[config.mk]
export PLATFORM = sky130hd
export DESIGN_NAME = uart_rx_flat
export DESIGN_NICKNAME = d
export VERILOG_FILES = /design/src/rtl/uart_rx_if.sv /design/src/rtl/uart_rx.sv /design/src/flat_wrapper.sv
export SDC_FILE = /design/constraint.sdc
export NUM_CORES = 1
export LEC_CHECK = 0
export ABC_AREA = 1
export CAP_MARGIN = 10
export CORE_MARGIN = 5
export CORE_UTILIZATION = 30
export DETAILED_ROUTE_END_ITERATION = 7
export SLEW_MARGIN = 25
export SYNTH_ARGS = -nofsm -noshare
export SYNTH_HDL_FRONTEND = slang
export SYNTH_SLANG_ARGS = --single-unit
[constraint.sdc]
create_clock -name clk -period 1.8 [get_ports clk]
set_input_delay 0.27 -clock clk [delete_from_list [all_inputs] [get_ports clk]]
set_output_delay 0.27 -clock clk [all_outputs]
set_load 0.005 [all_outputs]
[src/rtl/uart_rx_if.sv]
// Receiver-side signal bundle: serial line in, received byte and status out.
interface uart_rx_if;
  logic       rxd;
  logic [7:0] data;
  logic       valid;
  logic       ferr;
  logic       busy;

  // The receiver owns the byte and status outputs.
  modport master (
    input  rxd,
    output data,
    output valid,
    output ferr,
    output busy
  );

  // The line driver / byte consumer side.
  modport slave (
    output rxd,
    input  data,
    input  valid,
    input  ferr,
    input  busy
  );
endinterface

[src/rtl/uart_rx.sv]
// 8N1 UART receiver: start-bit centre qualification, mid-bit sampling, and
// single-cycle valid / framing-error pulses.
module uart_rx #(
  parameter int unsigned CLKS_PER_BIT = 5208,
  parameter int unsigned HALF_BIT     = 2604
) (
  input  logic      clk,
  input  logic      rst,
  uart_rx_if.master bus
);

  localparam logic [12:0] BitLast  = 13'(CLKS_PER_BIT - 1);
  localparam logic [12:0] HalfLast = 13'(HALF_BIT - 1);

  typedef enum logic [1:0] {StIdle, StStart, StData, StStop} state_e;

  state_e      state_q, state_d;
  logic [12:0] cnt_q, cnt_d;
  logic [2:0]  idx_q, idx_d;
  logic [7:0]  shreg_q, shreg_d;
  logic [7:0]  data_q, data_d;
  logic        valid_q, valid_d;
  logic        ferr_q, ferr_d;
  logic [1:0]  sync_q;
  logic        rxs;

  // Two-flop synchronizer; resets to the idle line level.
  always_ff @(posedge clk or negedge rst) begin
    if (!rst) begin
      sync_q <= 2'b11;
    end else begin
      sync_q <= {sync_q[0], bus.rxd};
    end
  end

  assign rxs = sync_q[1];

  // State, counters and output registers.
  always_ff @(posedge clk or negedge rst) begin
    if (!rst) begin
      state_q <= StIdle;
      cnt_q   <= '0;
      idx_q   <= '0;
      shreg_q <= '0;
      data_q  <= '0;
      valid_q <= 1'b0;
      ferr_q  <= 1'b0;
    end else begin
      state_q <= state_d;
      cnt_q   <= cnt_d;
      idx_q   <= idx_d;
      shreg_q <= shreg_d;
      data_q  <= data_d;
      valid_q <= valid_d;
      ferr_q  <= ferr_d;
    end
  end

  // Frame sequencing: next state, baud counter, bit index and pulse generation.
  always_comb begin
    state_d = state_q;
    cnt_d   = cnt_q;
    idx_d   = idx_q;
    shreg_d = shreg_q;
    data_d  = data_q;
    valid_d = 1'b0;
    ferr_d  = 1'b0;
    unique case (state_q)
      StIdle: begin
        cnt_d = '0;
        if (!rxs) begin
          state_d = StStart;
        end
      end
      StStart: begin
        if (cnt_q == HalfLast) begin
          cnt_d = '0;
          idx_d = '0;
          // A line that is high again at the start-bit centre was a glitch.
          state_d = rxs ? StIdle : StData;
        end else begin
          cnt_d = cnt_q + 13'd1;
        end
      end
      StData: begin
        if (cnt_q == BitLast) begin
          cnt_d          = '0;
          shreg_d[idx_q] = rxs;
          if (idx_q == 3'd7) begin
            state_d = StStop;
          end else begin
            idx_d = idx_q + 3'd1;
          end
        end else begin
          cnt_d = cnt_q + 13'd1;
        end
      end
      StStop: begin
        if (cnt_q == BitLast) begin
          // Leave at the stop-bit centre so a back-to-back start edge is caught.
          cnt_d   = '0;
          state_d = StIdle;
          if (rxs) begin
            data_d  = shreg_q;
            valid_d = 1'b1;
          end else begin
            ferr_d = 1'b1;
          end
        end else begin
          cnt_d = cnt_q + 13'd1;
        end
      end
      default: begin
        state_d = StIdle;
        cnt_d   = '0;
      end
    endcase
  end

  assign bus.data  = data_q;
  assign bus.valid = valid_q;
  assign bus.ferr  = ferr_q;
  assign bus.busy  = (state_q != StIdle);

endmodule

[src/flat_wrapper.sv]
// flat-port wrapper written by rule: the top's interface ports become plain ports
module uart_rx_flat 
#(
  parameter int unsigned CLKS_PER_BIT = 5208,
  parameter int unsigned HALF_BIT     = 2604
)
  (clk, rst, bus_rxd, bus_data, bus_valid, bus_ferr, bus_busy);
  uart_rx_if bus_i ();
  input  logic clk;
  input  logic rst;
  input wire logic [$bits(bus_i.rxd)-1:0] bus_rxd;
  output wire logic [$bits(bus_i.data)-1:0] bus_data;
  output wire logic [$bits(bus_i.valid)-1:0] bus_valid;
  output wire logic [$bits(bus_i.ferr)-1:0] bus_ferr;
  output wire logic [$bits(bus_i.busy)-1:0] bus_busy;
  assign bus_i.rxd = bus_rxd;
  assign bus_data = bus_i.data;
  assign bus_valid = bus_i.valid;
  assign bus_ferr = bus_i.ferr;
  assign bus_busy = bus_i.busy;
  uart_rx #(.CLKS_PER_BIT(CLKS_PER_BIT), .HALF_BIT(HALF_BIT)) u_core (.clk(clk), .rst(rst), .bus(bus_i));
endmodule
# Yosys cells after proc, flatten, opt, wreduce, memory -nomap -nowiden
# Cells that the tools add are included.
dict set report op_classes {
  add_sub_neg 2
  n_mul 0
  div 0
  magnitude_cmp 2
  eq_ne 12
  n_shift 0
  mux 23
  bitwise 0
  n_reduce_logical 9
}
# cell count
set ops {}
lappend ops {{one-hot mux 13 bit (3 select lines)} 1}
lappend ops {{2-to-1 mux 13 bit} 2}
lappend ops {{adder 13 x 1 -> 13 bit (second input constant)} 1}
lappend ops {{equality test 13 x 12 -> 1 bit (second input constant)} 1}
lappend ops {{equality test 13 bit (second input constant)} 1}
lappend ops {{2-to-1 mux 2 bit} 6}
lappend ops {{2-to-1 mux 3 bit} 3}
lappend ops {{bitwise mux 8 bit} 1}
lappend ops {{inequality test 2 x 1 -> 1 bit (second input constant)} 4}
lappend ops {{one-hot mux 2 bit (4 select lines)} 1}
lappend ops {{2-to-1 mux 1 bit} 7}
lappend ops {{one-hot mux 3 bit (2 select lines)} 1}
lappend ops {{AND reduction 5 bit} 1}
lappend ops {{equality test 2 bit (second input constant)} 2}
lappend ops {{less-than comparator 3 x 4 -> 1 bit (second input constant)} 1}
lappend ops {{inequality test 2 bit (second input constant)} 2}
lappend ops {{AND reduction 4 bit} 1}
lappend ops {{nonzero test 2 bit} 2}
lappend ops {{adder 3 x 1 -> 3 bit (second input constant)} 1}
lappend ops {{demux 1 bit (select 3 bit)} 1}
lappend ops {{equality test 3 bit (second input constant)} 1}
lappend ops {{>= comparator 3 x 1 -> 1 bit (second input constant)} 1}
lappend ops {{AND reduction 3 bit} 1}
lappend ops {{equality test 2 x 1 -> 1 bit (second input constant)} 1}
lappend ops {{4 further kinds} 4}
dict set report word_totals {
  reg_bits 38
  latchBits 0
  ramBits 0
  rom_bits 0
  in_bits 3
  out_inout_bits 11
  elab_cells 56
  n_memories 0
}

# Logic depth before layout (Yosys ltp)
dict set report depth {
  ltp_word 5
  depth_mapped 9
  depth_no_buf 9
}

# Worst setup path before layout
# No wires, ideal clock.
dict set report synth_timing {
  kind {register to register}
  start {register u_core.cnt_q[0]}
  end {register u_core.shreg_q[2]}
  setup_ps 116
  arrival_time_ps 1325
  required_ps 1684
  setup_slack_ps 359
  path_stages_with_launch 10
  path_buffers 1
  period_less_slack_ps 1441
  path_cell_list {dfrtp_1 > ha_1 > nand3_1 > nor2_2 > nand3_2 > nor2_4 > buf_6 > nand2_1 > nand2_1 > nand2_1}
}
dict set report synth_between {
  elab_chain_cells 2
}
# element line
set synth_rtl {}
lappend synth_rtl {{start, declared} uart_rx.sv:18} ;# logic [12:0] cnt_q, cnt_d;
lappend synth_rtl {{start signal, assigned} uart_rx.sv:50} ;# cnt_q <= cnt_d;
lappend synth_rtl {{equality test 13 bit} uart_rx.sv:86} ;# if (cnt_q == BitLast) begin
lappend synth_rtl {{AND reduction 2 bit (no line)} --}
lappend synth_rtl {{end signal, assigned} uart_rx.sv:52} ;# shreg_q <= shreg_d;
lappend synth_rtl {{end, declared} uart_rx.sv:20} ;# logic [7:0] shreg_q, shreg_d;
# Every way passes these cells.
# A chain may end at the register's enable or synchronous reset.

# Final worst setup path
dict set report layout_timing {
  start {register u_core.state_q[0]}
  end {output bus_busy}
}
dict set report layout_between {
  elab_chain_cells 1
}
# element line
set layout_rtl {}
lappend layout_rtl {{start, declared} uart_rx.sv:17} ;# state_e state_q, state_d;
lappend layout_rtl {{start signal, assigned} uart_rx.sv:41} ;# state_q <= StIdle;
lappend layout_rtl {{start signal, assigned} uart_rx.sv:49} ;# state_q <= state_d;
lappend layout_rtl {{nonzero test 2 bit} uart_rx.sv:123} ;# assign bus.busy = (state_q != StIdle);
lappend layout_rtl {{end, declared} flat_wrapper.sv:15} ;# output wire logic [$bits(bus_i.busy)-1:0] bus_busy;
# Every way passes these cells.

==> impl_metrics.tcl <==
set metrics [dict create \
    num_vias 1573 \
    critPathRequiredTime_ps 1530 \
    chipHeight_um 90.1 \
    async_reset_ff_frac 1.00 \
    ant_nets 0 \
    instances_no_fill 345 \
    final-max-slew-violation-count 0 \
    synth_top_area_frac 0.468 \
    met1_usage 0.134 \
    post-route-period-util 0.947 \
    grt.busiest_layer "met2" \
    die-width_um 90.1 \
    drt_iter0_markers 144 \
    hpwlAfterDp_mm 2.67 \
    rows 29 \
    synth-seq-area-share 0.495 \
    htreeDepth 2 \
    placed_area_um2 2140 \
    nNetsFinal 273 \
    area_delta_synth_final_pct 21.3 \
    synth_ff_type "dfrtp_1" \
    arrival_ps 1440 \
    first_pass_iters 4 \
    cts.sinks 38 \
    portBuffers 13 \
    cts_buffers 5 \
    syn_nets 251 \
    layout_commonest_cell "nand2_1" \
    vdd_drop_max_v 0.000309 \
    mostFrequentLayoutCells "nand2_1 (83), dfrtp_1 (36), nor2_1 (26)" \
    antennaDiodeCount 0 \
    min_period_ps 1710 \
    finalSetupViolCount 0 \
    final_util 0.370 \
    dp.cells 334 \
    antenna_found_initial 0 \
    drt-wirelength-per-cell_um 11.1 \
    synthTopCellsByArea "dfrtp_1 (47%), nand2_1 (16%), nand3_1 (5.5%)" \
    status "finished, final reports clean" \
    clk_transition_reported_paths_ps 70 \
    maxSlewHeadroom 0.686 \
    fmax_mhz 586 \
    pin_count 14 \
    powerDensity_nw_per_um2 748 \
    drv_cap 0 \
    grtUsageMet3 0.0225 \
    clkLatencyLatePin_ps 290 \
    grt_pass1_wl_mm 6.96 \
    worst-setup-path-type "register to primary output" \
    stdcell_area_um2 2340 \
    grt-ovfl-total 0 \
    synth_top_cell_by_area "dfrtp_1" \
    synth-seq-cells 38 \
    tightest_slew_ps 471 \
    via_per_inst 4.56 \
    start_util 0.305 \
    core_area_um2 6310 \
    synth_edf_count 0 \
    grt_pass1_vias 1552 \
    p_leak_nw 1.09 \
    clockRootBuffer "clkbuf_8" \
    cts_tree "built" \
    final.setup.tns_ps 0 \
    syn_avg_cell_area_um2 7.86 \
    rsz0062_at_grt "false" \
    place_congestion 0.857 \
    power.total_mw 1.75 \
    met2_usage 0.156 \
    syn-instance-count 245 \
    min_path_type "input port to asynchronous set/reset pin" \
    final.setup_skew_ps 6.64 \
    crit_path_end_kind "primary output" \
    syn-cell-area_um2 1930 \
    start_kind "register" \
    final-hold-violation-count 0 \
    post_route_cells_drive_above_1_share 0.142 \
    routed_wirelength_mm 3.83 \
    clockBufferDepth 2 \
    route.detailed.drc 0 \
    die_area_um2 8120 \
    grt_use_total 0.101 \
    grt_max_degree 39 \
    ys.warnings.count 0 \
    cpMaxStageDelayCell "clkdlybuf4s50_1" \
    worstPathCellList "inv_1 -> nand2_2 -> clkdlybuf4s50_1" \
    crit_path_max_incr_delay_ps 510 \
    ys_types 26 \
    worst-path-max-fanout 5 \
]
repair_timing:
action | 4_1_cts | 5_1_grt
endpoints found under the setup margin | 0 | 17
hold buffers | 0 | 0
gates resized for setup | 0 | 6
setup buffers | 0 | 2
synthesized netlist by cell type, types with 2 or more instances:
| master | number |
|---|---|
| nand2_1 | 84 |
| dfrtp_1 | 36 |
| nor2_1 | 27 |
| inv_1 | 21 |
| nand3_1 | 21 |
| o21ai_0 | 8 |
| nand4_1 | 7 |
| inv_2 | 6 |
| a21oi_1 | 5 |
| nor3_1 | 5 |
| ha_1 | 3 |
| nor2_2 | 3 |
| nor2_4 | 3 |
| dfstp_2 | 2 |
| nand2_2 | 2 |
| nand3_2 | 2 |
critical path: cells and delay by family (launching register included):
| family | cells | cell delay (ps) |
|---|---|---|
| flip-flops | 1 | 410 |
| AND/OR/NAND/NOR | 1 | 130 |
| buffers and inverters | 2 | 610 |
flip-flops by register name, indices dropped and copies added (netlist names), named ones only:
signal / flops
u_core.cnt_q: 13
u_core.bus.valid: 1
u_core.state_q: 1
u_core.sync_q: 2
u_core.bus.data: 8
u_core.shreg_q: 8
u_core.idx_q: 3
u_core.bus.ferr: 1
path summary, 6_finish.rpt:
path | slack, ps | end | start | cells after the start
min in group clk | 360 | u_core.sync_q[1] | u_core.sync_q[0] | 0
worst max register to register | 180 | u_core.state_q[0] | u_core.cnt_q[0] | 9
max in group asynchronous | 1430 | u_core.sync_q[1] | rst | 2
worst min-delay path | 10 | u_core.cnt_q[5] | rst | 2
worst max-delay path | 90 | bus_busy | u_core.state_q[0] | 3
worst min register to register | 360 | u_core.sync_q[1] | u_core.sync_q[0] | 0
layout make-up:
cell class	instances	area (µm²)
multi-input combinational	179	887
timing repair buffer	16	160
inverter	27	101
clock inverter	3	68.8
tap	77	96.3
fill	649	3980
sequential	38	953
clock buffer	5	68.8
logic make-up after synthesis:
family	after synthesis	synth area share
AND/OR/NAND/NOR	158	0.375
XOR/XNOR	1	0.00455
flip-flops	38	0.495
adder cells (fa/ha/maj)	3	0.0195
AO/OA/AOI/OAI	16	0.0448
buffers and inverters	29	0.0611
stage by stage:
stage                     hold slack, ps  worst slack, ps
final                               14.9             94.7
after global placement               346              152
after global routing                67.2             8.30
after CTS                           31.5             20.9
after floorplan                    -25.6              359
after detailed placement             347              112
where the power goes:
| part | internal (mW) | switching [mW] |
|---|---|---|
| clock | 0.555 | 0.306 |
| combinational | 0.00444 | 0.0188 |
| sequential | 0.857 | 0.00465 |
metal layers:
layer / part of all wire / up-vias
li1: - / 827
met1: 0.49 / 709
met2: 0.44 / 30
met3: 0.037 / 7
met4: 0.026 / 0
met5: 0 / -
Note: power is estimated with default switching activity, not from simulation.
